`config.mk`:
```
export PLATFORM = sky130hd
export DESIGN_NAME = raster_timing_flat
export DESIGN_NICKNAME = d
export VERILOG_FILES = /design/src/rtl/raster_timing_if.sv /design/src/rtl/raster_timing.sv /design/src/flat_wrapper.sv
export SDC_FILE = /design/constraint.sdc
export NUM_CORES = 1
export LEC_CHECK = 0
export BUFFER_PORTS_ARGS = -buffer_cell sky130_fd_sc_hd__buf_2
export CORE_MARGIN = 2
export CORE_UTILIZATION = 47
export DETAILED_ROUTE_END_ITERATION = 6
export PLACE_DENSITY = 0.87
export SYNTH_ARGS = -nofsm -noshare
export SYNTH_HDL_FRONTEND = slang
export SYNTH_SLANG_ARGS = --single-unit
```
`constraint.sdc`:
```
create_clock -name clk -period 2.88 [get_ports clk]
set_input_delay 0.288 -clock clk [delete_from_list [all_inputs] [get_ports clk]]
set_output_delay 0.288 -clock clk [all_outputs]
set_load 0.03 [all_outputs]
```
`src/rtl/raster_timing_if.sv`:
```
// raster_timing_if: renderer and HDMI pin bundle around the raster timing generator.
//   x, y        : current pixel position presented to the renderer
//   r, g, b     : renderer colour returned for an earlier position
//   hdmi_*      : registered transmitter pins (clock, data, DE, HSYNC, VSYNC)
//   frame_start : one-cycle pulse on the tick at position (0,0)
//   line_start  : one-cycle pulse on every tick at x == 0
// master = timing generator side, slave = renderer / transmitter side.
interface raster_timing_if;
  logic [11:0] x;
  logic [11:0] y;
  logic [7:0]  r;
  logic [7:0]  g;
  logic [7:0]  b;
  logic        hdmi_clk;
  logic [23:0] hdmi_d;
  logic        hdmi_de;
  logic        hdmi_hs;
  logic        hdmi_vs;
  logic        frame_start;
  logic        line_start;

  modport master (
    output x, y, hdmi_clk, hdmi_d, hdmi_de, hdmi_hs, hdmi_vs, frame_start, line_start,
    input  r, g, b
  );

  modport slave (
    input  x, y, hdmi_clk, hdmi_d, hdmi_de, hdmi_hs, hdmi_vs, frame_start, line_start,
    output r, g, b
  );
endinterface

```
`src/rtl/raster_timing.sv`:
```
// raster_timing: display timing generator and HDMI output register stage.
// Runs on the system clock; all timing advances only on the pixel tick pix_ce.
// Ports:
//   clk     : system clock
//   resetn  : synchronous active-low reset
//   pix_ce  : pixel tick, one clk wide
//   bus     : raster_timing_if.master (x/y out, r/g/b in, hdmi_* pins, start pulses)
// Sync/DE are delayed PIX_LAT ticks so they line up with the renderer's colour.
module raster_timing #(
  parameter int unsigned H_ACTIVE = 640,
  parameter int unsigned H_FP     = 16,
  parameter int unsigned H_SYNC   = 96,
  parameter int unsigned H_BP     = 48,
  parameter int unsigned V_ACTIVE = 480,
  parameter int unsigned V_FP     = 10,
  parameter int unsigned V_SYNC   = 2,
  parameter int unsigned V_BP     = 33,
  parameter bit          HS_POL   = 1'b0,
  parameter bit          VS_POL   = 1'b0,
  parameter int unsigned PIX_LAT  = 1
) (
  input logic             clk,
  input logic             resetn,
  input logic             pix_ce,
  raster_timing_if.master bus
);

  localparam int unsigned CW       = 12;
  localparam int unsigned H_TOTAL  = H_ACTIVE + H_FP + H_SYNC + H_BP;
  localparam int unsigned V_TOTAL  = V_ACTIVE + V_FP + V_SYNC + V_BP;
  localparam int unsigned SRW      = (PIX_LAT == 0) ? 3 : 3 * PIX_LAT;

  localparam logic [CW-1:0] H_LAST   = CW'(H_TOTAL - 1);
  localparam logic [CW-1:0] V_LAST   = CW'(V_TOTAL - 1);
  localparam logic [CW-1:0] H_ACT    = CW'(H_ACTIVE);
  localparam logic [CW-1:0] V_ACT    = CW'(V_ACTIVE);
  localparam logic [CW-1:0] HS_START = CW'(H_ACTIVE + H_FP);
  localparam logic [CW-1:0] HS_END   = CW'(H_ACTIVE + H_FP + H_SYNC);
  localparam logic [CW-1:0] VS_START = CW'(V_ACTIVE + V_FP);
  localparam logic [CW-1:0] VS_END   = CW'(V_ACTIVE + V_FP + V_SYNC);

  logic [CW-1:0] hcnt;
  logic [CW-1:0] vcnt;
  logic [2:0]    raw;      // {de, hs, vs}, active-high
  logic [2:0]    dly;      // raw delayed PIX_LAT ticks
  logic          ce_d;
  logic          hdmi_clk_q;
  logic [23:0]   hdmi_d_q;
  logic          hdmi_de_q;
  logic          hdmi_hs_q;
  logic          hdmi_vs_q;

  // Pixel/line counters; vcnt steps on the hcnt wrap.
  always_ff @(posedge clk) begin
    if (!resetn) begin
      hcnt <= '0;
      vcnt <= '0;
    end else if (pix_ce) begin
      if (hcnt == H_LAST) begin
        hcnt <= '0;
        vcnt <= (vcnt == V_LAST) ? '0 : vcnt + CW'(1);
      end else begin
        hcnt <= hcnt + CW'(1);
      end
    end
  end

  // Raw timing decode from the current position.
  always_comb begin
    raw    = 3'b000;
    raw[2] = (hcnt < H_ACT) && (vcnt < V_ACT);
    raw[1] = (hcnt >= HS_START) && (hcnt < HS_END);
    raw[0] = (vcnt >= VS_START) && (vcnt < VS_END);
  end

  // Latency-matching shift register; PIX_LAT == 0 bypasses it.
  generate
    if (PIX_LAT == 0) begin : g_nodly
      assign dly = raw;
    end else begin : g_dly
      logic [SRW-1:0] sr;
      always_ff @(posedge clk) begin
        if (!resetn) begin
          sr <= '0;
        end else if (pix_ce) begin
          sr <= SRW'({sr, raw});
        end
      end
      assign dly = sr[SRW-1 -: 3];
    end
  endgenerate

  // Output registers. hdmi_clk falls on a tick and rises on the next edge,
  // so only a tick followed by an idle cycle produces a rising edge.
  always_ff @(posedge clk) begin
    if (!resetn) begin
      ce_d       <= 1'b0;
      hdmi_clk_q <= 1'b0;
      hdmi_d_q   <= '0;
      hdmi_de_q  <= 1'b0;
      hdmi_hs_q  <= ~HS_POL;
      hdmi_vs_q  <= ~VS_POL;
    end else begin
      ce_d <= pix_ce;
      if (pix_ce) begin
        hdmi_clk_q <= 1'b0;
        hdmi_de_q  <= dly[2];
        hdmi_hs_q  <= dly[1] ? HS_POL : ~HS_POL;
        hdmi_vs_q  <= dly[0] ? VS_POL : ~VS_POL;
        hdmi_d_q   <= dly[2] ? {bus.r, bus.g, bus.b} : 24'h000000;
      end else if (ce_d) begin
        hdmi_clk_q <= 1'b1;
      end
    end
  end

  assign bus.x           = hcnt;
  assign bus.y           = vcnt;
  assign bus.hdmi_clk    = hdmi_clk_q;
  assign bus.hdmi_d      = hdmi_d_q;
  assign bus.hdmi_de     = hdmi_de_q;
  assign bus.hdmi_hs     = hdmi_hs_q;
  assign bus.hdmi_vs     = hdmi_vs_q;
  assign bus.line_start  = pix_ce && (hcnt == '0);
  assign bus.frame_start = pix_ce && (hcnt == '0) && (vcnt == '0);

endmodule

```
`src/flat_wrapper.sv`:
```
// flat-port wrapper written by rule: the top's interface ports become plain ports
module raster_timing_flat 
#(
  parameter int unsigned H_ACTIVE = 640,
  parameter int unsigned H_FP     = 16,
  parameter int unsigned H_SYNC   = 96,
  parameter int unsigned H_BP     = 48,
  parameter int unsigned V_ACTIVE = 480,
  parameter int unsigned V_FP     = 10,
  parameter int unsigned V_SYNC   = 2,
  parameter int unsigned V_BP     = 33,
  parameter bit          HS_POL   = 1'b0,
  parameter bit          VS_POL   = 1'b0,
  parameter int unsigned PIX_LAT  = 1
)
  (clk, resetn, pix_ce, bus_x, bus_y, bus_hdmi_clk, bus_hdmi_d, bus_hdmi_de, bus_hdmi_hs, bus_hdmi_vs, bus_frame_start, bus_line_start, bus_r, bus_g, bus_b);
  raster_timing_if bus_i ();
  input logic clk;
  input logic resetn;
  input logic pix_ce;
  output wire logic [$bits(bus_i.x)-1:0] bus_x;
  output wire logic [$bits(bus_i.y)-1:0] bus_y;
  output wire logic [$bits(bus_i.hdmi_clk)-1:0] bus_hdmi_clk;
  output wire logic [$bits(bus_i.hdmi_d)-1:0] bus_hdmi_d;
  output wire logic [$bits(bus_i.hdmi_de)-1:0] bus_hdmi_de;
  output wire logic [$bits(bus_i.hdmi_hs)-1:0] bus_hdmi_hs;
  output wire logic [$bits(bus_i.hdmi_vs)-1:0] bus_hdmi_vs;
  output wire logic [$bits(bus_i.frame_start)-1:0] bus_frame_start;
  output wire logic [$bits(bus_i.line_start)-1:0] bus_line_start;
  input wire logic [$bits(bus_i.r)-1:0] bus_r;
  input wire logic [$bits(bus_i.g)-1:0] bus_g;
  input wire logic [$bits(bus_i.b)-1:0] bus_b;
  assign bus_x = bus_i.x;
  assign bus_y = bus_i.y;
  assign bus_hdmi_clk = bus_i.hdmi_clk;
  assign bus_hdmi_d = bus_i.hdmi_d;
  assign bus_hdmi_de = bus_i.hdmi_de;
  assign bus_hdmi_hs = bus_i.hdmi_hs;
  assign bus_hdmi_vs = bus_i.hdmi_vs;
  assign bus_frame_start = bus_i.frame_start;
  assign bus_line_start = bus_i.line_start;
  assign bus_i.r = bus_r;
  assign bus_i.g = bus_g;
  assign bus_i.b = bus_b;
  raster_timing #(.H_ACTIVE(H_ACTIVE), .H_FP(H_FP), .H_SYNC(H_SYNC), .H_BP(H_BP), .V_ACTIVE(V_ACTIVE), .V_FP(V_FP), .V_SYNC(V_SYNC), .V_BP(V_BP), .HS_POL(HS_POL), .VS_POL(VS_POL), .PIX_LAT(PIX_LAT)) u_core (.clk(clk), .resetn(resetn), .pix_ce(pix_ce), .bus(bus_i));
endmodule
```
==> results of run 1 <==
## flip-flops by register name, indices dropped and copies added (netlist names)
name                 count
u_core.bus.x            12
u_core.bus.hdmi_clk      1
u_core.bus.hdmi_vs       1
u_core.bus.hdmi_d       24
u_core.ce_d              1
u_core.bus.y            12
u_core.dly               3
u_core.bus.hdmi_de       1
u_core.bus.hdmi_hs       1
## cell usage after synthesis, types with 6 or more instances
library cell,n,area share
nand2_1,23,0.036
nand4_1,9,0.024
dfxtp_1,56,0.47
o21ai_0,7,0.015
and3_1,6,0.016
xor2_1,8,0.029
nand3_1,12,0.025
a21oi_1,14,0.029
inv_1,7,0.011
a22o_1,25,0.092
clkbuf_1,12,0.019
and4_1,7,0.026
nor2_1,14,0.022
## metal layers
| layer | routed length (um) | global-route usage |
|---|---|---|
| met5 | 0 | 0 |
| met4 | 119 | 0.0819 |
| met3 | 219 | 0.0295 |
| met2 | 2860 | 0.322 |
| met1 | 2550 | 0.264 |
## power by group through the flow
stage | registers (W) | clock network [W] | logic [W]
final | 0.000799 | 0.000434 | 0.000117
after detailed placement | 0.000817 | 0 | 0.000118
after CTS | 0.000800 | 0.000445 | 0.000118
after global placement | 0.000816 | 0 | 0.000117
after global routing | 0.000802 | 0.000476 | 0.000127
after floorplan | 0.000845 | 0 | 0.0000440
## worst min path at each step
stage	cells past startpoint	to	slack (ns)
global route	2	u_core.bus.hdmi_d[18]	0.18
detailed placement	1	u_core.bus.hdmi_de	0.43
CTS	2	u_core.bus.hdmi_d[20]	0.18
global placement	1	u_core.bus.hdmi_clk	0.41
finish	2	u_core.bus.hdmi_d[20]	0.19
floorplan	1	u_core.bus.hdmi_clk	0.41
## critical path, stage by stage (launching register included)
cell,delay (ns)
dfxtp_1,0.37
inv_1,0.07
ha_1,0.13
nor4b_1,0.24
nand3b_1,0.12
nor2_1,0.19
and4_1,0.22
buf_2,0.20
## through the flow
step                instance area [um2]  utilization  setup WS (ns)  cells  power, W
floorplan                          2380            -          0.730    252  0.000889
global placement                   2810        0.584          0.976    385  0.000933
detailed placement                 2810        0.584          0.809    385  0.000935
CTS                                2900        0.603          0.731    393   0.00136
global route                       2900        0.603          0.547    393   0.00141
finish                             2900        0.603          0.758    393   0.00135
## cell type report
type / instances / area [um2] / share of cell area
Tap cell: 67 / 83.8 / 0.0289
Inverter: 7 / 26.3 / 0.00905
Clock inverter: 3 / 21.3 / 0.00733
Multi-Input combinational cell: 174 / 1170 / 0.404
Clock buffer: 5 / 68.8 / 0.0237
Timing Repair Buffer: 81 / 408 / 0.141
Sequential cell: 56 / 1120 / 0.386
## cells by family (layout without fill, tap and decap cells)
| family | Yosys count | in the layout |
|---|---|---|
| compound gates | 59 | 59 |
| xor+xnor | 9 | 9 |
| fa+ha+maj | 4 | 4 |
| buf+inv | 22 | 96 |
| flops | 56 | 56 |
| simple gates | 102 | 102 |
==> flow_metrics.env, run 1 <==
export IMPL_status="complete, no violations"
export IMPL_synth_edf_count=0
export IMPL_grt_max_degree=26
export IMPL_routedWlPerCell_um=14.6
export IMPL_worstRegToRegCells=4
export IMPL_critPathArrivalTime_ns=1.83
export IMPL_io_pin_count=81
export IMPL_pwr_share_seq=0.592
export IMPL_comb_power_share=0.086
export IMPL_tns_ns=0
export IMPL_synthAdderAreaFrac=0.0210
export IMPL_synthMuxAreaShare=0
export IMPL_area_delta_synth_final_pct=21.9
export IMPL_internal_power_w=0.00100
export IMPL_diodes=0
export IMPL_synth_xor_area_frac=0.0331
export IMPL_postCtsSetupBuffers=0
export IMPL_gp_congestion=0.928
export IMPL_fin_nets=356
export IMPL_synth_seq_cells=56
export IMPL_max_slew_margin_rel=0.414
export IMPL_ys_types=41
export IMPL_switching_share=0.256
export IMPL_seq_area_frac_synth=0.471
export IMPL_setup_viol=0
export IMPL_synth_top_family_by_area="simple AND/OR/NAND/NOR gates"
export IMPL_row_count=25
export IMPL_syn_num_nets=283
export IMPL_grt_pass1_vias=1924
export IMPL_grt_pass1_wl_um=8800
export IMPL_clkPwrFrac=0.322
export IMPL_r2r_end="u_core.bus.y[5]"
export IMPL_min_from="bus_r[4]"
export IMPL_rrSetupSlack_ns=0.77
export IMPL_cts_max_path_buffers=2
export IMPL_fin_crit_ns=2.12
export IMPL_grt_ovfl_total=0
export IMPL_r2r_start="u_core.bus.y[5]"
export IMPL_cts_tree="built"
export IMPL_cts_hold_buf=0
export IMPL_post_dp_hpwl_um=4180
export IMPL_die_w_um=75.2
export IMPL_drv_slew=0
export IMPL_fin_worst_skew_ns=0.00487
export IMPL_start_util=0.494
export IMPL_endpoint="bus_frame_start"
export IMPL_die_height_um=75.2
export IMPL_synth_compound_area_frac=0.178
export IMPL_drive_above_1_share=0.298
export IMPL_cp_required_ns=2.59
export IMPL_clockRootBuffer="clkbuf_8"
export IMPL_antenna_found_initial=0
export IMPL_final_cell_mix="buf_2 (80), dfxtp_1 (56), a22o_1 (25)"
export IMPL_startpoint="u_core.bus.x[0]"
export IMPL_clk_pin_slew_ns=0.10
export IMPL_drcViolationCount=0
export IMPL_port_buffers=80
export IMPL_p_per_area_mw_per_mm2=465
export IMPL_critPathCaptureType="primary output"
export IMPL_core_area_mm2=0.00482
export IMPL_hold_class="in -> reg"
export IMPL_whs_ns=0.186
export IMPL_synth_simple_gate_area_frac=0.260
export IMPL_synth_warnings=0
export IMPL_hold_viol=0
export IMPL_ys_async_sr_fraction=0
export IMPL_cp_max_fo=6
export IMPL_h_tree_depth=2
export IMPL_synth_ff_type="dfxtp_1"
export IMPL_syn_area_mm2=0.00238
export IMPL_rsz0062_at_grt="no"
export IMPL_n_fill_cell=439
export IMPL_cts_sinks=56
export IMPL_cts_buffers=5
export IMPL_via_count=2186
export IMPL_post_route_period_util=0.737
export IMPL_totalWireLength_um=5750
export IMPL_cts_resized=0
export IMPL_tightest_slew_ns=0.880
export IMPL_fmax_mhz=471
export IMPL_syn_inst=252
export IMPL_synth_area_per_cell_um2=9.45
export IMPL_leakagePower_nw=1.30
export IMPL_first_iter_violations=152
export IMPL_p_switching_w=0.000346
export IMPL_insertion_delay_ns=0.30
export IMPL_timing_worst_setup_path_type="reg -> out"
export IMPL_die_area_mm2=0.00565
export IMPL_vias_per_cell=5.56
export IMPL_antenna_left=0
export IMPL_grt_usage=0.198
export IMPL_start_kind="flip-flop"
export IMPL_dr_pass1_iters=4
export IMPL_vdd_ir_drop_max_mv=0.227
export IMPL_drv_cap=0
export IMPL_final_common_cell="buf_2"
Power figures use the tool's default switching activity.
==> run 2: changes to the inputs <==
--- a/config.mk
+++ b/config.mk
@@ -7,9 +7,9 @@
 export LEC_CHECK = 0
 export BUFFER_PORTS_ARGS = -buffer_cell sky130_fd_sc_hd__buf_2
 export CORE_MARGIN = 2
-export CORE_UTILIZATION = 47
+export CORE_UTILIZATION = 45
 export DETAILED_ROUTE_END_ITERATION = 6
-export PLACE_DENSITY = 0.87
+export PLACE_DENSITY = 0.88
 export SYNTH_ARGS = -nofsm -noshare
 export SYNTH_HDL_FRONTEND = slang
 export SYNTH_SLANG_ARGS = --single-unit
==> constraint.sdc (replaced) <==
create_clock -name clk -period 1.7 [get_ports clk]
set_input_delay 0.17 -clock clk [delete_from_list [all_inputs] [get_ports clk]]
set_output_delay 0.17 -clock clk [all_outputs]
set_load 0.03 [all_outputs]
==> run 2 against run 1 <==
First-iteration DRC count down 24%. Clock-buffer cell count stayed put. Sequential share of layout area decreased by 3.4 points. Register-to-register slack lost 0.74 ns. Die area rose by 4.2%. Largest cell class unchanged. Clock power rose by 58%. Flip-flop and latch count unchanged. Hold slack got worse by 0.11 ns. Wire length grew 9.2%. The run now ends with negative setup slack left. Core utilization grew 3.0 points.
==> flow_metrics.env, run 2 (synthesis gave the netlist of run 1 again) <==
export IMPL_grt_pass1_vias=2243
export IMPL_routedWlPerCell_um=14.8
export IMPL_min_path_cells=2
export IMPL_dr_pass1_iters=4
export IMPL_clockRootBuffer="clkbuf_8"
export IMPL_drive_above_1_share=0.402
export IMPL_fin_nets=384
export IMPL_r2r_start="u_core.bus.y[1]"
export IMPL_fin_crit_ns=1.87
export IMPL_final_common_cell="buf_2"
export IMPL_diodes=0
export IMPL_violations="negative setup slack"
export IMPL_port_buffers=80
export IMPL_first_iter_violations=115
export IMPL_row_count=26
export IMPL_start_kind="flip-flop"
export IMPL_p_per_area_mw_per_mm2=709
export IMPL_status="finished with violations"
export IMPL_post_dp_hpwl_um=4550
export IMPL_area_delta_synth_final_pct=35.7
export IMPL_cts_buffers=5
export IMPL_grtUsageMet2=0.380
export IMPL_cts_max_path_buffers=2
export IMPL_totalWireLength_um=6270
export IMPL_cpMaxStageDelayCell="dfxtp_4"
export IMPL_timing_worst_setup_path_type="reg -> out"
export IMPL_h_tree_depth=2
export IMPL_fin_util=0.633
export IMPL_drv_cap=0
export IMPL_via_count=2323
export IMPL_tightest_slew_ns=0.371
export IMPL_rsz0062_at_grt="yes"
export IMPL_cp_max_fo=2
export IMPL_slowest_delay_ns=0.36
export IMPL_die_height_um=76.7
export IMPL_grt_usage=0.216
export IMPL_met3_usage=0.0329
export IMPL_startpoint="u_core.bus.x[1]"
export IMPL_finalWorstSetupSlack_ns=-0.174
export IMPL_antenna_left=0
export IMPL_tns_ns=-0.236
export IMPL_cp_required_ns=1.53
export IMPL_grt_ovfl_total=0
export IMPL_gp_congestion=0.882
export IMPL_leakagePower_nw=1.48
export IMPL_insertion_delay_ns=0.30
export IMPL_drv_slew=0
export IMPL_clk_pin_slew_ns=0.10
export IMPL_setup_viol=2
export IMPL_post_route_period_util=1.10
export IMPL_fmax_mhz=533
export IMPL_cts_tree="built"
export IMPL_hold_class="in -> reg"
export IMPL_vias_per_cell=5.49
export IMPL_die_area_mm2=0.00589
export IMPL_io_pin_count=81
export IMPL_hold_viol=0
export IMPL_grt_pass1_wl_um=10400
export IMPL_cp_cell_sequence="inv_4, ha_4, nor4b_4, nand3b_1, nor2_4, and4_4, buf_6"
export IMPL_critPathArrivalTime_ns=1.70
export IMPL_antenna_found_initial=0
export IMPL_worstRegToRegCells=5
export IMPL_die_w_um=76.7
export IMPL_gr_usage_met1=0.258
export IMPL_endpoint="bus_frame_start"
export IMPL_critPathCaptureType="primary output"
export IMPL_largest_reg_flops=24
export IMPL_rrSetupSlack_ns=0.03
export IMPL_vdd_ir_drop_max_mv=0.477
export IMPL_final_cell_mix="buf_2 (78), dfxtp_1 (47), buf_4 (27)"
export IMPL_r2r_end="u_core.bus.y[6]"
export IMPL_grt_busiest_layer="met2"
export IMPL_drcViolationCount=0
export IMPL_cts_hold_buf=0
export IMPL_core_area_mm2=0.00511
export IMPL_fin_worst_skew_ns=0.0121
export IMPL_dp_slack_ns=0.0152
export IMPL_start_util=0.466
export IMPL_cts_sinks=56
export IMPL_max_slew_margin_rel=0.749
export IMPL_grt_max_degree=26
run 2: final cells by class:
| type | count | area [um2] |
|---|---|---|
| fillers | 437 | 1880 |
| multi-input cells | 174 | 1240 |
| flip-flops and latches | 56 | 1140 |
| repair buffers | 109 | 656 |
| well taps | 70 | 87.6 |
| clock buffers | 5 | 68.8 |
| inverters | 7 | 28.8 |
| clock inverters | 2 | 11.3 |
run 2: power by group:
group / leakage (nW) / total [W] / switching, W / internal, W
clock: 0.0443 / 0.000687 / 0.000405 / 0.000281
combinational: 0.979 / 0.000253 / 0.000148 / 0.000104
sequential: 0.459 / 0.00135 / 0.0000152 / 0.00134
run 2: through the flow:
step           total power (W)  hold WS (ns)  instances  cell area [um2]
4_1_cts                0.00231        0.0579        422             3210
5_1_grt                0.00239        0.0595        423             3230
2_1_floorplan          0.00151         0.296        252             2430
6_report               0.00229        0.0719        423             3230
3_5_place_dp           0.00160         0.386        413             3080
3_3_place_gp           0.00160         0.379        413             3080
run 2: routing by layer:
metal  share of wire  up-vias
met4           0.020        0
met3           0.046       15
met1            0.44     1104
met2            0.49       74
met5               0        -
li1                -     1130
run 2: repair_timing:
action	CTS	global route
setup endpoints to repair	2	8
endpoints found under the hold margin	0	0
gates cloned	0	0
buffers inserted	2	1
resized for setup	11	4
pin swaps	3	3
run 2: how the worst min path moves through the flow:
stage	startpoint	end	slack, ns
after CTS	bus_r[2]	u_core.bus.hdmi_d[18]	0.06
after detailed placement	bus_g[3]	u_core.bus.hdmi_d[11]	0.39
after global placement	bus_b[4]	u_core.bus.hdmi_d[4]	0.38
after global routing	bus_b[1]	u_core.bus.hdmi_d[1]	0.06
after floorplan	bus_b[0]	u_core.bus.hdmi_d[0]	0.30
final	bus_b[0]	u_core.bus.hdmi_d[0]	0.07
run 2: worst max-delay path, delay by kind of cell (launching register included):
kind	cells	cell delay, ns
adder cells (fa/ha/maj)	1	0.12
AND/OR/NAND/NOR	4	0.75
buffers and inverters	2	0.18
flip-flops	1	0.36
==> run 3: changes to the inputs <==
==> constraint.sdc (replaced) <==
create_clock -name clk -period 1.63 [get_ports clk]
set_input_delay 0.163 -clock clk [delete_from_list [all_inputs] [get_ports clk]]
set_output_delay 0.163 -clock clk [all_outputs]
set_load 0.03 [all_outputs]
==> run 3 against run 2 <==
The flow still finishes with violations (negative setup slack). Combinational power increased by 4%. Hold slack lost 0.017 ns. Sequential share of layout area down 1.7 points. Via count grew 2.4%. First-iteration DRC count shrank 6.1%. Die area stayed put. Register-to-register slack worse by 0.10 ns. Non-clock buffer count grew 10. Wire length increased by 8.9%. Flip-flop and latch count unchanged. Sequential power increased by 4%. Critical path type unchanged. Critical endpoint unchanged. Highest routed layer unchanged.
==> flow_metrics.env, run 3 (synthesis gave the netlist of run 1 again) <==
export IMPL_cts_tree="built"
export IMPL_core_area_mm2=0.00511
export IMPL_r2r_start="u_core.bus.x[1]"
export IMPL_setup_viol=6
export IMPL_start_kind="flip-flop"
export IMPL_min_from="bus_b[1]"
export IMPL_internal_power_w=0.00184
export IMPL_gp_congestion=0.895
export IMPL_rrSetupSlack_ns=-0.07
export IMPL_hold_end="u_core.bus.hdmi_d[1]"
export IMPL_crit_family="simple AND/OR/NAND/NOR gates"
export IMPL_clk_pin_slew_ns=0.10
export IMPL_leakagePower_nw=1.55
export IMPL_critPathCaptureType="primary output"
export IMPL_worstRegToRegCells=6
export IMPL_min_path_cells=2
export IMPL_totalWireLength_um=6830
export IMPL_antenna_left=0
export IMPL_grtUsageMet2=0.394
export IMPL_fin_worst_skew_ns=0.00646
export IMPL_grt_pass1_wl_um=10800
export IMPL_comb_power_share=0.107
export IMPL_critPathBufInv=2
export IMPL_tightest_slew_ns=0.483
export IMPL_vias_per_cell=5.49
export IMPL_start_util=0.466
export IMPL_grt_busiest_layer="met2"
export IMPL_drive_above_1_share=0.477
export IMPL_grt_ovfl_total=0
export IMPL_clkPwrFrac=0.320
export IMPL_cpMaxStageDelayCell="dfxtp_4"
export IMPL_final_cell_mix="buf_2 (78), dfxtp_1 (44), buf_4 (33)"
export IMPL_dr_pass1_iters=4
export IMPL_vdd_ir_drop_max_mv=0.511
export IMPL_antenna_found_initial=0
export IMPL_switching_share=0.251
export IMPL_clockRootBuffer="clkbuf_8"
export IMPL_drv_cap=0
export IMPL_routedWlPerCell_um=15.8
export IMPL_drcViolationCount=0
export IMPL_io_pin_count=81
export IMPL_timing_worst_setup_path_type="reg -> out"
export IMPL_dp_slack_ns=-0.0495
export IMPL_violations="negative setup slack"
export IMPL_fmax_mhz=540
export IMPL_hold_class="in -> reg"
export IMPL_cp_max_fo=2
export IMPL_max_slew_margin_rel=0.673
export IMPL_grt_pass1_vias=2300
export IMPL_rsz0062_at_grt="yes"
export IMPL_p_switching_w=0.000617
export IMPL_post_dp_hpwl_um=4600
export IMPL_grt_max_degree=26
export IMPL_fin_nets=394
export IMPL_pwr_share_seq=0.573
export IMPL_p_per_area_mw_per_mm2=719
export IMPL_post_route_period_util=1.14
export IMPL_cts_max_path_buffers=2
export IMPL_gr_usage_met1=0.270
export IMPL_grt_usage=0.226
export IMPL_whs_ns=0.0546
export IMPL_h_tree_depth=2
export IMPL_via_count=2378
export IMPL_insertion_delay_ns=0.31
export IMPL_port_buffers=80
export IMPL_hold_viol=0
export IMPL_diodes=0
export IMPL_final_common_cell="buf_2"
export IMPL_cts_sinks=56
export IMPL_first_iter_violations=108
export IMPL_r2r_end="u_core.bus.y[5]"
export IMPL_die_height_um=76.7
export IMPL_largest_reg_flops=24
export IMPL_area_delta_synth_final_pct=43.6
export IMPL_cts_buffers=5
export IMPL_slowest_delay_ns=0.37
export IMPL_drv_slew=0
export IMPL_die_area_mm2=0.00589
export IMPL_cp_required_ns=1.47
export IMPL_finalWorstSetupSlack_ns=-0.223
export IMPL_cp_cell_sequence="inv_4, ha_4, nor4b_4, nand3b_1, nor2_4, and4_4, buf_6"
export IMPL_status="finished with violations"
export IMPL_critPathArrivalTime_ns=1.69
export IMPL_fin_crit_ns=1.85
export IMPL_die_w_um=76.7
export IMPL_row_count=26
export IMPL_met3_usage=0.0494
==> run 3: cell count changes in the layout (fill, tap and decap cells not counted), moves of 2 or more <==
cell     previous run  this run
buf_6               2         7
o32ai_1             2         0
buf_4              27        33
o32ai_2             0         2
dfxtp_1            47        44
o22ai_1             4         2
a21oi_2             0         4
o22ai_2             0         2
dfxtp_4             2         4
and4_1              6         4
inv_1               5         3
a21oi_1            14         9
inv_2               1         3
==> run 3: per-layer routing <==
metal / vias up / share of wire
li1: 1156 / -
met1: 1120 / 0.40
met2: 87 / 0.51
met3: 15 / 0.061
met4: 0 / 0.022
met5: - / 0
==> run 3: stage by stage <==
stage                TNS (ns)  total power (W)  std cells  area (um2)   util
finish                 -0.530          0.00246        433        3420  0.670
global route           -0.965          0.00254        433        3420  0.670
CTS                    -0.249          0.00246        425        3260  0.638
detailed placement    -0.0495          0.00167        413        3080  0.604
global placement            0          0.00166        413        3080  0.604
floorplan           -0.000537          0.00157        252        2450      -
==> run 3: worst max-delay path by stage <==
stage / start / endpoint / slack [ns] / cells past startpoint
floorplan: u_core.bus.x[0] / bus_frame_start / -0.0005 / 6
global placement: u_core.bus.x[0] / bus_frame_start / 0.04 / 7
detailed placement: u_core.bus.x[0] / bus_frame_start / -0.05 / 7
CTS: u_core.bus.x[1] / bus_frame_start / -0.18 / 7
global route: u_core.bus.x[0] / bus_frame_start / -0.28 / 7
finish: u_core.bus.x[1] / bus_frame_start / -0.22 / 7
==> run 3: layout make-up <==
cell class,instances,area (um2)
well taps,70,87.6
flip-flops and latches,56,1150
multi-input cells,174,1330
fillers,420,1690
inverters,7,28.8
clock inverters,1,8.76
clock buffers,6,82.6
repair buffers,119,737
==> run 3: what timing repair did <==
item,4_1_cts,5_1_grt
gates resized for setup,11,29
pin swaps,5,3
cloned,0,0
hold endpoints to repair,0,0
buffers inserted,5,8
hold buffers,0,0
setup endpoints to repair,4,19
==> run 3: power by group through the flow <==
stage | sequential [W] | combinational, W | clock, W
after detailed placement | 0.00144 | 0.000227 | 0
after floorplan | 0.00149 | 0.0000835 | 0
final | 0.00141 | 0.000263 | 0.000788
after global placement | 0.00144 | 0.000223 | 0
after global routing | 0.00141 | 0.000282 | 0.000845
after CTS | 0.00141 | 0.000251 | 0.000805
